## src/rtl/queue_if.sv

```systemverilog
// queue_if: request, data and status bundle between a queue user and queue_ctrl
interface queue_if #(
  parameter int WIDTH = 4,
  parameter int DEPTH = 8,
  parameter int AW    = $clog2(DEPTH)
);
  logic             enq, deq, clr_err;
  logic [WIDTH-1:0] din, dout, dbg_data;
  logic [AW-1:0]    dbg_addr, rp, wp;
  logic             full, empty, almost_full, ovf, udf;
  logic [AW:0]      count;
  logic [DEPTH-1:0] valid;
  modport master (
    output enq, deq, din, clr_err, dbg_addr,
    input  dout, dbg_data, full, empty, almost_full, count, valid, rp, wp, ovf, udf
  );
  modport slave (
    input  enq, deq, din, clr_err, dbg_addr,
    output dout, dbg_data, full, empty, almost_full, count, valid, rp, wp, ovf, udf
  );
endinterface

```

## src/rtl/queue_ctrl.sv

```systemverilog
// queue_ctrl: circular queue with optional button edge detection, status flags and sticky errors
module queue_ctrl #(
  parameter int WIDTH    = 4,
  parameter int DEPTH    = 8,
  parameter int AW       = $clog2(DEPTH),
  parameter int EDGE_DET = 1,
  parameter int AF_LVL   = DEPTH - 1
) (
  input logic   clk,
  input logic   rst,
  queue_if.slave q
);
  localparam logic [AW:0] FULL_CNT = (AW+1)'(DEPTH);
  localparam logic [AW:0] AF_CNT   = (AW+1)'(AF_LVL);
  logic [WIDTH-1:0] mem_q [DEPTH];
  logic [WIDTH-1:0] mem_d [DEPTH];
  logic [DEPTH-1:0] valid_q, valid_d;
  logic [AW-1:0]    rp_q, rp_d, wp_q, wp_d;
  logic [AW:0]      count_q, count_d;
  logic             ovf_q, ovf_d, udf_q, udf_d;
  logic             e1_q, e2_q, d1_q, d2_q;
  logic             pe, pd, full, empty, do_enq, do_deq;
  always_comb begin
    pe      = EDGE_DET != 0 ? e1_q & ~e2_q : q.enq;
    pd      = EDGE_DET != 0 ? d1_q & ~d2_q : q.deq;
    full    = count_q == FULL_CNT;
    empty   = count_q == '0;
    do_enq  = pe & (~full | pd);
    do_deq  = pd & ~empty;
    mem_d   = mem_q;
    valid_d = valid_q;
    // clear before set: on a full queue wp == rp and the new entry reoccupies the vacated slot
    if (do_deq) valid_d[rp_q] = 1'b0;
    if (do_enq) begin
      mem_d[wp_q]   = q.din;
      valid_d[wp_q] = 1'b1;
    end
    rp_d    = do_deq ? rp_q + 1'b1 : rp_q;
    wp_d    = do_enq ? wp_q + 1'b1 : wp_q;
    count_d = count_q + (AW+1)'(do_enq) - (AW+1)'(do_deq);
    ovf_d   = (pe & full & ~pd) | (ovf_q & ~q.clr_err);
    udf_d   = (pd & empty) | (udf_q & ~q.clr_err);
  end
  always_ff @(posedge clk) begin
    if (rst) begin
      mem_q   <= '{default: '0};
      valid_q <= '0;
      rp_q    <= '0;
      wp_q    <= '0;
      count_q <= '0;
      ovf_q   <= 1'b0;
      udf_q   <= 1'b0;
      // a button held through reset must be released before it can commit
      {e1_q, e2_q, d1_q, d2_q} <= '1;
    end else begin
      mem_q   <= mem_d;
      valid_q <= valid_d;
      rp_q    <= rp_d;
      wp_q    <= wp_d;
      count_q <= count_d;
      ovf_q   <= ovf_d;
      udf_q   <= udf_d;
      e1_q    <= q.enq;
      e2_q    <= e1_q;
      d1_q    <= q.deq;
      d2_q    <= d1_q;
    end
  end
  assign q.dout        = empty ? '0 : mem_q[rp_q];
  assign q.dbg_data    = mem_q[q.dbg_addr];
  assign q.full        = full;
  assign q.empty       = empty;
  assign q.almost_full = count_q >= AF_CNT;
  assign q.count       = count_q;
  assign q.valid       = valid_q;
  assign q.rp          = rp_q;
  assign q.wp          = wp_q;
  assign q.ovf         = ovf_q;
  assign q.udf         = udf_q;
endmodule

```

## src/flat_wrapper.sv

```systemverilog
// flat-port wrapper written by rule: the top's interface ports become plain ports
module queue_ctrl_flat 
#(
  parameter int WIDTH    = 4,
  parameter int DEPTH    = 8,
  parameter int AW       = $clog2(DEPTH),
  parameter int EDGE_DET = 1,
  parameter int AF_LVL   = DEPTH - 1
)
  (clk, rst, q_enq, q_deq, q_din, q_clr_err, q_dbg_addr, q_dout, q_dbg_data, q_full, q_empty, q_almost_full, q_count, q_valid, q_rp, q_wp, q_ovf, q_udf);
  queue_if #(.WIDTH(WIDTH), .DEPTH(DEPTH), .AW(AW)) q_i ();
  input logic clk;
  input logic rst;
  input wire logic [$bits(q_i.enq)-1:0] q_enq;
  input wire logic [$bits(q_i.deq)-1:0] q_deq;
  input wire logic [$bits(q_i.din)-1:0] q_din;
  input wire logic [$bits(q_i.clr_err)-1:0] q_clr_err;
  input wire logic [$bits(q_i.dbg_addr)-1:0] q_dbg_addr;
  output wire logic [$bits(q_i.dout)-1:0] q_dout;
  output wire logic [$bits(q_i.dbg_data)-1:0] q_dbg_data;
  output wire logic [$bits(q_i.full)-1:0] q_full;
  output wire logic [$bits(q_i.empty)-1:0] q_empty;
  output wire logic [$bits(q_i.almost_full)-1:0] q_almost_full;
  output wire logic [$bits(q_i.count)-1:0] q_count;
  output wire logic [$bits(q_i.valid)-1:0] q_valid;
  output wire logic [$bits(q_i.rp)-1:0] q_rp;
  output wire logic [$bits(q_i.wp)-1:0] q_wp;
  output wire logic [$bits(q_i.ovf)-1:0] q_ovf;
  output wire logic [$bits(q_i.udf)-1:0] q_udf;
  assign q_i.enq = q_enq;
  assign q_i.deq = q_deq;
  assign q_i.din = q_din;
  assign q_i.clr_err = q_clr_err;
  assign q_i.dbg_addr = q_dbg_addr;
  assign q_dout = q_i.dout;
  assign q_dbg_data = q_i.dbg_data;
  assign q_full = q_i.full;
  assign q_empty = q_i.empty;
  assign q_almost_full = q_i.almost_full;
  assign q_count = q_i.count;
  assign q_valid = q_i.valid;
  assign q_rp = q_i.rp;
  assign q_wp = q_i.wp;
  assign q_ovf = q_i.ovf;
  assign q_udf = q_i.udf;
  queue_ctrl #(.WIDTH(WIDTH), .DEPTH(DEPTH), .AW(AW), .EDGE_DET(EDGE_DET), .AF_LVL(AF_LVL)) u_core (.clk(clk), .rst(rst), .q(q_i));
endmodule
```

## config.mk

```make
export PLATFORM = sky130hd
export DESIGN_NAME = queue_ctrl_flat
export DESIGN_NICKNAME = d
export VERILOG_FILES = /design/src/rtl/queue_if.sv /design/src/rtl/queue_ctrl.sv /design/src/flat_wrapper.sv
export SDC_FILE = /design/constraint.sdc
export NUM_CORES = 1
export LEC_CHECK = 0
export CORE_ASPECT_RATIO = 0.9
export CORE_MARGIN = 2
export CORE_UTILIZATION = 55
export CTS_CLUSTER_SIZE = 30
export DETAILED_ROUTE_END_ITERATION = 8
export GPL_TIMING_DRIVEN = 0
export PLACE_DENSITY = 0.84
export SLEW_MARGIN = 15
export SYNTH_ARGS = -nofsm -noshare
export SYNTH_HDL_FRONTEND = slang
export SYNTH_SLANG_ARGS = --single-unit
```

## constraint.sdc

```tcl
create_clock -name clk -period 4.7 [get_ports clk]
set_input_delay 1.175 -clock clk [delete_from_list [all_inputs] [get_ports clk]]
set_output_delay 1.175 -clock clk [all_outputs]
set_load 0.01 [all_outputs]
```

==> results of run 1 <==
==> worst max-delay path: cells and delay by family <==
family / cells / cell delay (ns)
buffers and inverters: 2 / 0.92
muxes: 2 / 0.84
==> Yosys cell counts (2+ instances only) <==
library cell | number | share of area
clkbuf_1 | 12 | 0.016
buf_4 | 2 | 0.0052
ha_1 | 8 | 0.035
o22ai_1 | 2 | 0.0044
or2_2 | 4 | 0.0087
buf_2 | 8 | 0.014
o21a_1 | 2 | 0.0052
mux2_2 | 5 | 0.020
mux4_2 | 10 | 0.079
o211a_1 | 3 | 0.010
buf_6 | 2 | 0.0079
nor2_1 | 43 | 0.056
nand3_1 | 4 | 0.0070
o21ai_0 | 6 | 0.010
a22oi_1 | 3 | 0.0079
inv_1 | 11 | 0.014
dfxtp_1 | 56 | 0.39
or3_1 | 2 | 0.0044
nand2b_1 | 2 | 0.0044
o211ai_4 | 2 | 0.015
a21oi_1 | 15 | 0.026
a221oi_1 | 2 | 0.0061
nor2b_1 | 4 | 0.0087
nand2_1 | 9 | 0.012
mux2i_1 | 40 | 0.14
xnor2_1 | 5 | 0.015
or3b_1 | 2 | 0.0061
==> logic make-up after synthesis <==
| family | Yosys count | share of synthesized area |
|---|---|---|
| and+or+nand+nor | 78 | 0.130 |
| DFF | 56 | 0.392 |
| muxes | 55 | 0.238 |
| AOI/OAI and AO/OA | 45 | 0.124 |
| buffers and inverters | 36 | 0.0586 |
| adders and majority gates | 9 | 0.0420 |
| xor gates and xnor gates | 5 | 0.0153 |
==> metal layers <==
| metal | wire, µm | part of all wire | vias up |
|---|---|---|---|
| met3 | 574 | 0.079 | 13 |
| met2 | 3420 | 0.47 | 103 |
| met5 | 0 | 0 | - |
| li1 | - | - | 1090 |
| met4 | 137 | 0.019 | 0 |
| met1 | 3090 | 0.43 | 1122 |
==> report_power, final <==
part           leakage (nW)  total (mW)  internal [mW]  switching [mW]
clock                0.0583       0.329          0.161           0.168
combinational         0.816       0.216         0.0989           0.117
sequential            0.453       0.500          0.487          0.0129
==> state kept, by name (all words and copies together) (netlist names) <==
signal and flops:
u_core.q.valid 8, u_core.mem_q 32, u_core.q.rp 3, u_core.q.udf 1, u_core.q.count 4, u_core.e1_q 1, u_core.e2_q 1, u_core.d1_q 1
u_core.d2_q 1, u_core.q.ovf 1, u_core.q.wp 3
==> per-stage QoR <==
stage	worst slack, ns	std cells
floorplan	1.25	284
global placement	0.594	384
detailed placement	0.585	384
CTS	0.579	392
global route	0.538	392
finish	0.590	392
==> placed cells by master (no fill, tap or decap), types with 5 or more instances in the layout <==
| master | count |
|---|---|
| mux4_2 | 10 |
| xnor2_1 | 5 |
| a21oi_1 | 15 |
| o21ai_0 | 6 |
| clkdlybuf4s50_1 | 35 |
| nor2_1 | 43 |
| buf_2 | 8 |
| dfxtp_1 | 56 |
| clkbuf_8 | 5 |
| nand2_1 | 9 |
| inv_1 | 11 |
| ha_1 | 8 |
| mux2i_1 | 40 |
| mux2_2 | 5 |
| clkbuf_1 | 12 |
==> final timing paths <==
kind                      from           endpoint  slack, ns  cells past startpoint
min reg2reg  u_core.q.valid[3]  u_core.q.valid[3]       0.49                      2
max              q_dbg_addr[1]      q_dbg_data[0]       0.59                      4
max reg2reg  u_core.q.count[2]  u_core.q.count[2]       2.18                     11
min          u_core.q.valid[3]  u_core.q.valid[3]       0.49                      2
==> area by class of cell <==
type | instances | area [µm²]
multi-input combinational | 192 | 1570
fill | 385 | 1520
sequential | 56 | 1120
timing repair buffer | 35 | 350
buffer | 25 | 126
tap | 65 | 81.3
clock buffer | 5 | 68.8
clock inverter | 3 | 47.5
inverter | 11 | 41.3
==> impl_metrics.yaml, run 1 <==
outcome:
  status: "completed"
finish:
  antennaDiodeCount: 0
  utilization: 0.692
  post-route-cell-area_um2: 3410
  area_growth_pct: 19.2
  drive_gt1_frac: 0.138
  final_nets: 347
sta:
  period_minus_slack_ns: 4.11
  period_share: 0.875
  whs_ns: 0.490
  fin_skew_ns: 0.0142
  max_slew_margin: 0.605
  hold_violations: 0
  slew_violations: 0
  setup_viol: 0
  fmax_mhz: 243
  rsz0062_at_grt: "false"
  worst-slew-pin-transition_ns: 0.592
  finalSetupTns_ns: 0
detailed_routing:
  firstDrtPassIters: 4
  totalWireLength_mm: 7.22
  vias_per_cell: 5.94
  vias: 2328
  route.detailed.drc: 0
  wl_per_cell_um: 18.4
  ant_nets: 0
  drtIter0Drc: 251
global_routing:
  gr-usage-met2: 0.422
  track_usage: 0.266
  grtUsageMet3: 0.0522
  grt.busiest_layer: "met2"
  grt_max_degree: 19
  grt_pass1_wl_mm: 11.5
  grt_pass1_vias: 2207
  grtUsageMet1: 0.359
  antenna_found_initial: 0
  grt_overflow: 0
yosys:
  synth_cell_type_count: 47
  avgSynthCellArea_um2: 10.1
  syn_nets: 305
  syn-instance-count: 284
  ys_async_sr_fraction: 0
  syn_area_um2: 2860
  yosys_warnings: 0
  synth-main-ff-cell: "dfxtp_1"
  ys_seq_area_frac: 0.392
  synth_edf_count: 0
  synth_seq_cells: 56
placed_design:
  dpl_cell_area_um2: 3290
  io_buffers: 35
  hpwl_mm: 5.15
  place_congestion: 0.873
clock_network:
  clkSlewWorstSetupHoldPaths_ns: 0.11
  clockBufferDepth: 2
  cts_resized: 0
  clock_sinks: 56
  clock_latency_ns: 0.32
  cts_made_buffers: 5
  post_cts_buffers: 0
  cts-hold-fix-buffers: 0
  htreeDepth: 2
  cts_root_buffer: "clkbuf_8"
  cts_tree: "yes"
setup_path:
  critPathLaunchType: "input port"
  worstPathMaxFanout: 8
  crit_slowest_cell: "mux4_2"
  cp_cell_sequence: "clkbuf_1 -> mux4_2 -> mux2_2 -> clkdlybuf4s50_1"
  cp-end-kind: "primary output"
  cp_data_arrival_time_ns: 2.94
  critPathKind: "input port to primary output"
  worstPathRequired_ns: 3.52
  critPathMaxStageDelay_ns: 0.57
floorplan:
  die_w_um: 80.0
  ios: 43
  core_area_um2: 4920
  design.die.area_um2: 5790
  die_h_um: 72.4
  start_util: 0.581
  rows: 24
min_path:
  hold_class: "flip-flop to flip-flop"
power_and_ir_drop:
  peakVddDrop_v: 0.000224
  power.leakage_nw: 1.33
  powerDensity_nw_per_um2: 306
  finalPower_mw: 1.04
flow_run:
  max_cap_violations: 0
No activity file was read; power rests on OpenSTA's default activity.
==> run 2, diff against run 1 <==
- HOLD_SLACK_MARGIN: default -> 0.06
- TNS_END_PERCENT: default -> 100
==> results of run 2 <==
No change in the layout: final DEF, timing and power equal those of run 1.
